File: config.mk
export PLATFORM = sky130hd
export DESIGN_NAME = dmem_port_ctrl_flat
export DESIGN_NICKNAME = d
export VERILOG_FILES = /design/src/rtl/dmem_port_ctrl_if.sv /design/src/rtl/dmem_port_ctrl.sv /design/src/flat_wrapper.sv
export SDC_FILE = /design/constraint.sdc
export NUM_CORES = 1
export LEC_CHECK = 0
export BUFFER_PORTS_ARGS = -buffer_cell sky130_fd_sc_hd__buf_4
export CELL_PAD_IN_SITES_DETAIL_PLACEMENT = 1
export CELL_PAD_IN_SITES_GLOBAL_PLACEMENT = 1
export CORE_MARGIN = 1
export CORE_UTILIZATION = 37
export DETAILED_ROUTE_END_ITERATION = 8
export PLACE_DENSITY = 0.92
export SYNTH_ARGS = -nofsm -noshare
export SYNTH_HDL_FRONTEND = slang
export SYNTH_SLANG_ARGS = --single-unit
File: constraint.sdc
create_clock -name CLK -period 1.75 [get_ports CLK]
set_input_delay 0.2625 -clock CLK [delete_from_list [all_inputs] [get_ports CLK]]
set_output_delay 0.2625 -clock CLK [all_outputs]
set_load 0.01 [all_outputs]
File: src/rtl/dmem_port_ctrl_if.sv
// Request/response handshake and byte-lane memory bus for dmem_port_ctrl.
// slave = controller side, master = requester plus lane memories.
interface dmem_port_ctrl_if #(
   parameter int ADDR_WIDTH = 13
);
   logic                  REQ_VALID;
   logic                  REQ_READY;
   logic                  REQ_WE;
   logic [1:0]            REQ_SIZE;
   logic                  REQ_UNSIGNED;
   logic [ADDR_WIDTH-1:0] REQ_ADDR;
   logic [31:0]           REQ_WDATA;
   logic                  RSP_VALID;
   logic                  RSP_READY;
   logic [31:0]           RSP_RDATA;
   logic                  RSP_ERR;
   logic [ADDR_WIDTH-1:0] MEM_W_ADDR;
   logic [ADDR_WIDTH-1:0] MEM_R_ADDR;
   logic [3:0]            MEM_WRITE_EN;
   logic [3:0]            MEM_READ_EN;
   logic [31:0]           MEM_DIN;
   logic [31:0]           MEM_DOUT;

   modport slave (
      input  REQ_VALID, REQ_WE, REQ_SIZE, REQ_UNSIGNED, REQ_ADDR, REQ_WDATA,
      input  RSP_READY, MEM_DOUT,
      output REQ_READY, RSP_VALID, RSP_RDATA, RSP_ERR,
      output MEM_W_ADDR, MEM_R_ADDR, MEM_WRITE_EN, MEM_READ_EN, MEM_DIN
   );

   modport master (
      output REQ_VALID, REQ_WE, REQ_SIZE, REQ_UNSIGNED, REQ_ADDR, REQ_WDATA,
      output RSP_READY, MEM_DOUT,
      input  REQ_READY, RSP_VALID, RSP_RDATA, RSP_ERR,
      input  MEM_W_ADDR, MEM_R_ADDR, MEM_WRITE_EN, MEM_READ_EN, MEM_DIN
   );
endinterface

File: src/rtl/dmem_port_ctrl.sv
// Data-memory port controller: one load/store per 3 cycles over four byte lanes.
// Define DMEM_MISALIGN_TRAP_EN to flag misaligned half/word accesses instead of aligning them.
module dmem_port_ctrl #(
   parameter int ADDR_WIDTH = 13
) (
   input  logic            CLK,
   input  logic            RST_N,
   dmem_port_ctrl_if.slave bus
);

   typedef enum logic [1:0] {S_IDLE, S_ACCESS, S_RESP} state_t;

   state_t                r_state;
   state_t                w_next;
   logic                  r_ready_en;
   logic                  r_we;
   logic                  r_uns;
   logic [1:0]            r_size;
   logic [ADDR_WIDTH-1:0] r_addr;
   logic [31:0]           r_wdata;
   logic [31:0]           r_rdata;
   logic                  w_accept;
   logic                  w_mis;
   logic [ADDR_WIDTH-1:0] w_req_addr;
   logic [3:0]            w_lanes;
   logic [31:0]           w_din;
   logic [7:0]            w_byte;
   logic [15:0]           w_half;
   logic [31:0]           w_load;

   assign w_accept = bus.REQ_VALID && r_ready_en && (r_state == S_IDLE);

`ifdef DMEM_MISALIGN_TRAP_EN
   logic r_mis;
   logic r_err;
   logic w_req_mis;

   assign w_req_addr = bus.REQ_ADDR;
   assign w_req_mis  = ((bus.REQ_SIZE == 2'b01) && bus.REQ_ADDR[0]) ||
                       (bus.REQ_SIZE[1] && (bus.REQ_ADDR[1:0] != 2'b00));

   always_ff @(posedge CLK or negedge RST_N) begin
      if (!RST_N) begin
         r_mis <= 1'b0;
         r_err <= 1'b0;
      end else begin
         if (w_accept)             r_mis <= w_req_mis;
         if (r_state == S_ACCESS)  r_err <= r_mis;
      end
   end

   assign w_mis       = r_mis;
   assign bus.RSP_ERR = r_err;
`else
   always_comb begin
      w_req_addr = bus.REQ_ADDR;
      if (bus.REQ_SIZE == 2'b01) w_req_addr[0]   = 1'b0;
      else if (bus.REQ_SIZE[1])  w_req_addr[1:0] = 2'b00;
   end

   assign w_mis       = 1'b0;
   assign bus.RSP_ERR = 1'b0;
`endif

   // NOTE: sequential state uses non-blocking assignments so every flop samples pre-edge values.
   always_ff @(posedge CLK or negedge RST_N) begin
      if (!RST_N) r_state <= S_IDLE;
      else        r_state <= w_next;
   end

   always_comb begin
      // NOTE: default assignment first so no path leaves w_next unassigned (no latch).
      w_next = r_state;
      case (r_state)
         S_IDLE:   if (w_accept)      w_next = S_ACCESS;
         S_ACCESS:                    w_next = S_RESP;
         S_RESP:   if (bus.RSP_READY) w_next = S_IDLE;
         default:                     w_next = S_IDLE;
      endcase
   end

   always_ff @(posedge CLK or negedge RST_N) begin
      if (!RST_N) begin
         r_ready_en <= 1'b0;
         r_we       <= 1'b0;
         r_uns      <= 1'b0;
         r_size     <= 2'b00;
         r_addr     <= '0;
         r_wdata    <= '0;
         r_rdata    <= '0;
      end else begin
         r_ready_en <= 1'b1;
         if (w_accept) begin
            r_we    <= bus.REQ_WE;
            r_uns   <= bus.REQ_UNSIGNED;
            r_size  <= bus.REQ_SIZE;
            r_addr  <= w_req_addr;
            r_wdata <= bus.REQ_WDATA;
         end
         if (r_state == S_ACCESS) r_rdata <= w_load;
      end
   end

   always_comb begin
      w_lanes = 4'hF;
      w_din   = r_wdata;
      case (r_size)
         2'b00: begin
            w_lanes = 4'b0001 << r_addr[1:0];
            w_din   = {4{r_wdata[7:0]}};
         end
         2'b01: begin
            w_lanes = r_addr[1] ? 4'b1100 : 4'b0011;
            w_din   = {2{r_wdata[15:0]}};
         end
         default: ;
      endcase
   end

   // Lane data arrives on the falling edge of ACCESS and is extracted here.
   assign w_byte = bus.MEM_DOUT[{r_addr[1:0], 3'b000} +: 8];
   assign w_half = bus.MEM_DOUT[{r_addr[1], 4'b0000} +: 16];

   always_comb begin
      w_load = '0;
      if (!r_we && !w_mis) begin
         case (r_size)
            2'b00:   w_load = r_uns ? {24'd0, w_byte} : {{24{w_byte[7]}}, w_byte};
            2'b01:   w_load = r_uns ? {16'd0, w_half} : {{16{w_half[15]}}, w_half};
            default: w_load = bus.MEM_DOUT;
         endcase
      end
   end

   always_comb begin
      bus.REQ_READY    = r_ready_en && (r_state == S_IDLE);
      bus.RSP_VALID    = (r_state == S_RESP);
      bus.RSP_RDATA    = r_rdata;
      bus.MEM_W_ADDR   = {r_addr[ADDR_WIDTH-1:2], 2'b00};
      bus.MEM_R_ADDR   = {r_addr[ADDR_WIDTH-1:2], 2'b00};
      bus.MEM_DIN      = w_din;
      bus.MEM_WRITE_EN = 4'h0;
      bus.MEM_READ_EN  = 4'h0;
      if ((r_state == S_ACCESS) && !w_mis) begin
         if (r_we) bus.MEM_WRITE_EN = w_lanes;
         else      bus.MEM_READ_EN  = w_lanes;
      end
   end

endmodule

File: src/flat_wrapper.sv
// flat-port wrapper written by rule: the top's interface ports become plain ports
module dmem_port_ctrl_flat 
#(
   parameter int ADDR_WIDTH = 13
)
  (CLK, RST_N, bus_REQ_VALID, bus_REQ_WE, bus_REQ_SIZE, bus_REQ_UNSIGNED, bus_REQ_ADDR, bus_REQ_WDATA, bus_RSP_READY, bus_MEM_DOUT, bus_REQ_READY, bus_RSP_VALID, bus_RSP_RDATA, bus_RSP_ERR, bus_MEM_W_ADDR, bus_MEM_R_ADDR, bus_MEM_WRITE_EN, bus_MEM_READ_EN, bus_MEM_DIN);
  dmem_port_ctrl_if #(.ADDR_WIDTH(ADDR_WIDTH)) bus_i ();
  input  logic CLK;
  input  logic RST_N;
  input wire logic [$bits(bus_i.REQ_VALID)-1:0] bus_REQ_VALID;
  input wire logic [$bits(bus_i.REQ_WE)-1:0] bus_REQ_WE;
  input wire logic [$bits(bus_i.REQ_SIZE)-1:0] bus_REQ_SIZE;
  input wire logic [$bits(bus_i.REQ_UNSIGNED)-1:0] bus_REQ_UNSIGNED;
  input wire logic [$bits(bus_i.REQ_ADDR)-1:0] bus_REQ_ADDR;
  input wire logic [$bits(bus_i.REQ_WDATA)-1:0] bus_REQ_WDATA;
  input wire logic [$bits(bus_i.RSP_READY)-1:0] bus_RSP_READY;
  input wire logic [$bits(bus_i.MEM_DOUT)-1:0] bus_MEM_DOUT;
  output wire logic [$bits(bus_i.REQ_READY)-1:0] bus_REQ_READY;
  output wire logic [$bits(bus_i.RSP_VALID)-1:0] bus_RSP_VALID;
  output wire logic [$bits(bus_i.RSP_RDATA)-1:0] bus_RSP_RDATA;
  output wire logic [$bits(bus_i.RSP_ERR)-1:0] bus_RSP_ERR;
  output wire logic [$bits(bus_i.MEM_W_ADDR)-1:0] bus_MEM_W_ADDR;
  output wire logic [$bits(bus_i.MEM_R_ADDR)-1:0] bus_MEM_R_ADDR;
  output wire logic [$bits(bus_i.MEM_WRITE_EN)-1:0] bus_MEM_WRITE_EN;
  output wire logic [$bits(bus_i.MEM_READ_EN)-1:0] bus_MEM_READ_EN;
  output wire logic [$bits(bus_i.MEM_DIN)-1:0] bus_MEM_DIN;
  assign bus_i.REQ_VALID = bus_REQ_VALID;
  assign bus_i.REQ_WE = bus_REQ_WE;
  assign bus_i.REQ_SIZE = bus_REQ_SIZE;
  assign bus_i.REQ_UNSIGNED = bus_REQ_UNSIGNED;
  assign bus_i.REQ_ADDR = bus_REQ_ADDR;
  assign bus_i.REQ_WDATA = bus_REQ_WDATA;
  assign bus_i.RSP_READY = bus_RSP_READY;
  assign bus_i.MEM_DOUT = bus_MEM_DOUT;
  assign bus_REQ_READY = bus_i.REQ_READY;
  assign bus_RSP_VALID = bus_i.RSP_VALID;
  assign bus_RSP_RDATA = bus_i.RSP_RDATA;
  assign bus_RSP_ERR = bus_i.RSP_ERR;
  assign bus_MEM_W_ADDR = bus_i.MEM_W_ADDR;
  assign bus_MEM_R_ADDR = bus_i.MEM_R_ADDR;
  assign bus_MEM_WRITE_EN = bus_i.MEM_WRITE_EN;
  assign bus_MEM_READ_EN = bus_i.MEM_READ_EN;
  assign bus_MEM_DIN = bus_i.MEM_DIN;
  dmem_port_ctrl #(.ADDR_WIDTH(ADDR_WIDTH)) u_core (.CLK(CLK), .RST_N(RST_N), .bus(bus_i));
endmodule
### Yosys cells after proc, flatten, opt, wreduce, memory -nomap -nowiden

Index checks and enable logic that the tools add are counted.

| word-level totals | value |
|---|---|
| flip-flop bits (word level) | 84 |
| bits of input ports | 85 |
| output and inout port bits | 101 |
| word-level logic and storage cells | 40 |

| operators by class | value |
|---|---|
| eq/ne operators | 6 |
| shifts and indexed selects | 3 |
| multiplexer cells | 17 |
| reductions and logical operators | 6 |

Operators by type and width:

| operator | number |
|---|---|
| 32-bit case mux with 2 select lines | 2 |
| 32-bit 2-to-1 mux | 3 |
| 32-bit by 6-bit indexed part select with 16-bit output | 1 |
| 32-bit by 6-bit indexed part select with 8-bit output | 1 |
| 4-bit 2-to-1 mux | 5 |
| 4-bit case mux with 2 select lines | 1 |
| 2-bit by 1-bit equality test with 1-bit output (second input constant) | 3 |
| 2-bit 2-to-1 mux | 3 |
| 2-bit case mux with 3 select lines | 1 |
| 2-bit zero test | 2 |
| 1-bit by 2-bit left shift with 4-bit output (first input constant) | 1 |
| 1-bit logical AND | 3 |
| 2-bit equality test (second input constant) | 1 |
| 1-bit 2-to-1 mux | 2 |
| 2-bit by 1-bit inequality test with 1-bit output (second input constant) | 1 |
| 2-bit inequality test (second input constant) | 1 |
| 2-bit AND reduction | 1 |

### Depth between registers and ports, before layout

| logic depth | value |
|---|---|
| word-level depth | 4 |
| mapped depth | 6 |

### Least setup slack after synthesis

OpenSTA, ideal clock, no wires.

| timing | value |
|---|---|
| kind | register -> output |
| from | register u_core.r_size[1] |
| to | output port bus_MEM_READ_EN[0] |
| data arrival time | 1.291 ns |
| required time | 1.487 ns |
| path slack | 0.196 ns |
| cell stages (with the launch flop) | 6 |
| cell sequence | dfrtp_1 buf_4 buf_2 clkbuf_1 nor2_1 nor3_1 |

| between the ends | value |
|---|---|
| cells in the longest elaborated chain, start to end | 4 |
| elaborated cells between the ends (all ways) | 5 |

Ends and longest elaborated chain:

| element | RTL line | source |
|---|---|---|
| from (decl) | dmem_port_ctrl.sv:18 | `logic [1:0] r_size;` |
| from (signal assigned) | dmem_port_ctrl.sv:96 | `r_size <= bus.REQ_SIZE;` |
| 2-bit by 1-bit equality test with 1-bit output / 2-bit zero test (equally long branches) | dmem_port_ctrl.sv:107 | `case (r_size)` |
| 4-bit case mux with 2 select lines * | dmem_port_ctrl.sv:107 |  |
| 4-bit 2-to-1 mux * | dmem_port_ctrl.sv:145 | `if (r_we) bus.MEM_WRITE_EN = w_lanes;` |
| 4-bit 2-to-1 mux * | dmem_port_ctrl.sv:144 | `if ((r_state == S_ACCESS) && !w_mis) begin` |
| to (decl) | flat_wrapper.sv:25 | `output wire logic [$bits(bus_i.MEM_READ_EN)-1:0] bus_MEM_READ_EN;` |

Every way passes the cells marked *; elsewhere a longest branch is shown, timed or not.

### Final worst setup path

| timing | value |
|---|---|
| from | register u_core.r_size[0] |
| to | output port bus_MEM_DIN[10] |

| between the ends | value |
|---|---|
| cells in the longest elaborated chain, start to end | 2 |
| elaborated cells between the ends (all ways) | 3 |

Ends and longest elaborated chain:

| element | RTL line | source |
|---|---|---|
| 2-bit by 1-bit equality test with 1-bit output / 2-bit zero test (equally long branches) | dmem_port_ctrl.sv:107 |  |
| 32-bit case mux with 2 select lines * | dmem_port_ctrl.sv:107 |  |
| to (decl) | flat_wrapper.sv:26 | `output wire logic [$bits(bus_i.MEM_DIN)-1:0] bus_MEM_DIN;` |

Marked as above.

==> impl_results.md <==
- Run status: finished with violations
- Violated checks: setup timing
- CP startpoint kind: flop
- Grt ovf: 0
- Post-route antenna net violation count: 0
- F_max: 0.544 GHz
- Clock Tree Root: clkbuf_16
- Slew @ Worst Pin: 0.755 ns
- Min-delay src: bus_RSP_READY
- Layout cell share with drive strength beyond 1: 53.9%
- Finish-stage setup viols: 28
- Largest area contributor in the netlist: dfrtp_1
- Register area: 0.00211 mm^2
- CTS sink cnt: 84
- Number of synthesized flops with an enable pin: 0
- Unrepaired setup endpoints after global routing: yes
- Number of slew-limit violations in the final report: 0
- Worst Skew: 0.00409 ns
- TritonCTS Buffers: 9
- CTS H-Tree Depth: 3
- I/O Buffers: 180
- Reg2reg start: u_core.r_state[0]
- # nets final: 687
- Routed vias: 4080
- Reg clk slew, reported paths: 0.06 ns
- First-pass DRT Iterations: 4
- Final WS setup: -0.0887 ns
- Buffers from clock root to sink, at most: 2
- Final Instance Area: 0.00679 mm^2
- # fillers: 1287
- Leading cell type in the layout, fill and taps excluded: buf_4
- Crit Path Category: flop to output pin
- Crit share post-route: 105%
- Number of global-route vias before repair: 4360
- Drt drc: 0
- Final hold viol count: 0
- Via/cell ratio: 5.26
- Leakage: 3.25 nW
- Die height: 114 um
- Peak VDD IR: 675 uV
- WL/cell: 21.2 um
- Initial antenna violation count: 0
- Worst Reg2Reg Path Length in Cells: 4
- Synth Register Bits: 84
- Synthesis warning total: 0
- Crit path DAT: 1.58 ns
- CP Data Required Time: 1.49 ns
- Crit path max fanout: 8
- Worst reg-to-reg setup slack: 0.02 ns
- Power Density: 1400 mW/mm^2
- First-pass GRT wire length: 24000 um
- Post-Synthesis Cell Area: 0.00463 mm^2
- Post-Syn Area per Cell: 10.7 um^2
- CTS tree: built
- Max_cap viols: 0
- Syn Inst Count: 433
- Fin Setup TNS: -1.50 ns
- Tmin final: 1.84 ns
- R2r endpoint: u_core.r_wdata[27]
- Initial DRC count: 191
- Die width: 114 um
- Num rows: 40
- Top cells by area, synth: dfrtp_1 45%, mux2_2 16%, buf_4 6.6%
- Worst slew margin: 49.4%
- Boundary Pins: 186
- Most frequent cells in the layout: 200 x buf_4, 78 x dfrtp_1, 36 x mux2_2, 31 x nand2_1, 29 x mux2_4
- Sequential area share after synthesis: 45.4%
- Hold Path Depth: 2
- Worst-Skew Late Latency: 0.35 ns
- WHS Endpoint: u_core.r_state[1]
- Gpl congestion: 0.791
- Ys flop type: dfrtp_1
- Post-synthesis cell type count: 39
- Placed wire-length estimate: 10900 um
- Hold Slack: 0.0957 ns
- Largest net degree at the start of global routing: 85
- Starting Density: 38.2%
- Total Wirelength: 16400 um
- Multi-input gate area: 0.00222 mm^2
- Async SR Flop Fraction: 100%
- N_diodes: 0
- Area grow syn2layout: 46.5%
- Post-synth top area share: 45.4%
- Min-delay worst type: input pin to flop
- Placed Area: 0.00594 mm^2
- CP endpoint kind: output pin
- Total track usage: 24.5%
- Die Area: 0.0130 mm^2
- Core ar.: 0.0121 mm^2
[timing repair]
item / CTS / global route
setup endpoints to repair: 48 / 95
endpoints found under the hold margin: 84 / 0
gates cloned: 0 / 5
pin swaps: 5 / 0
gates resized for setup: 38 / 35
hold buffers: 1 / 0
buffers inserted: 12 / 9
[worst max-delay path, stage by stage (launching register included)]
cell and delay [ns]:
dfrtp_2 0.45, nor2_4 0.16, buf_12 0.16, mux2_4 0.32
buf_6 0.12
[Yosys cell counts (all sizes together), types with 2 or more instances]
library cell / count
nand4b: 8
nand3b: 10
conb: 2
clkbuf: 12
mux2i: 16
a21oi: 11
inv: 11
nor2b: 4
nand3: 17
dfrtp: 84
a221oi: 8
nor2: 16
nor3: 5
nand4: 17
and4: 7
buf: 58
a22o: 7
nand2: 31
mux2: 65
nand2b: 2
nor3b: 9
o21ai: 25
[per-stage QoR]
stage / setup slack (ns) / util (%) / power (mW) / cells
6_report: -0.0887 / 56.0 / 9.49 / 775
3_3_place_gp: 0.0581 / 49.1 / 6.60 / 732
5_1_grt: -0.141 / 56.0 / 9.94 / 775
3_5_place_dp: -0.107 / 49.1 / 6.81 / 732
4_1_cts: -0.110 / 53.6 / 9.23 / 761
2_1_floorplan: 0.196 / - / 5.10 / 437
[metal layers]
metal,global-route usage (%),wire length (um),share of wire (%),vias up
li1,-,-,-,1838
met1,28.9,6640,40,2051
met2,41.0,8170,50,168
met3,7.49,1250,7.6,23
met4,10.9,367,2.2,0
met5,0,0,0,-
[worst max-delay path by stage]
| stage | from | to | depth (start not counted) |
|---|---|---|---|
| after floorplan | u_core.r_size[1] | bus_MEM_READ_EN[0] | 5 |
| after global placement | u_core.r_we | u_core.bus.RSP_RDATA[7] | 3 |
| after detailed placement | u_core.r_we | u_core.bus.RSP_RDATA[28] | 3 |
| after CTS | u_core.r_size[0] | bus_MEM_DIN[10] | 4 |
| after global routing | u_core.r_size[0] | bus_MEM_WRITE_EN[1] | 4 |
| final | u_core.r_size[0] | bus_MEM_DIN[10] | 4 |
[logic make-up after synthesis]
group	Yosys count	synth area share, %
multiplexers	82	19.7
flip-flops	84	45.4
buffers and inverters	81	10.8
AO/OA/AOI/OAI	54	7.21
AND/OR/NAND/NOR	130	16.7
other	2	0.162
[final cells by class]
class | count | area share, %
Clock inverter | 6 | 1.29
Clock buffer | 10 | 3.52
Inverter | 11 | 0.609
Multi-Input combinational cell | 272 | 32.8
Tap cell | 168 | 3.10
Sequential cell | 84 | 31.1
Timing Repair Buffer | 224 | 27.6
[state kept, by name, summed over array words and instances (netlist names)]
| name | cells |
|---|---|
| u_core.bus.RSP_RDATA | 32 |
| u_core.r_addr | 13 |
| u_core.r_ready_en | 1 |
| u_core.r_size | 2 |
| u_core.r_state | 2 |
| u_core.r_uns | 1 |
| u_core.r_wdata | 32 |
| u_core.r_we | 1 |
[where the power goes]
group	switching (mW)	leakage (nW)	internal, mW	total [mW]
logic	1.91	2.08	2.34	4.25
clock network	0.856	0.151	1.29	2.14
registers	0.519	1.02	2.57	3.09
total	3.29	3.25	6.20	9.49
Power figures use the tool's default switching activity.
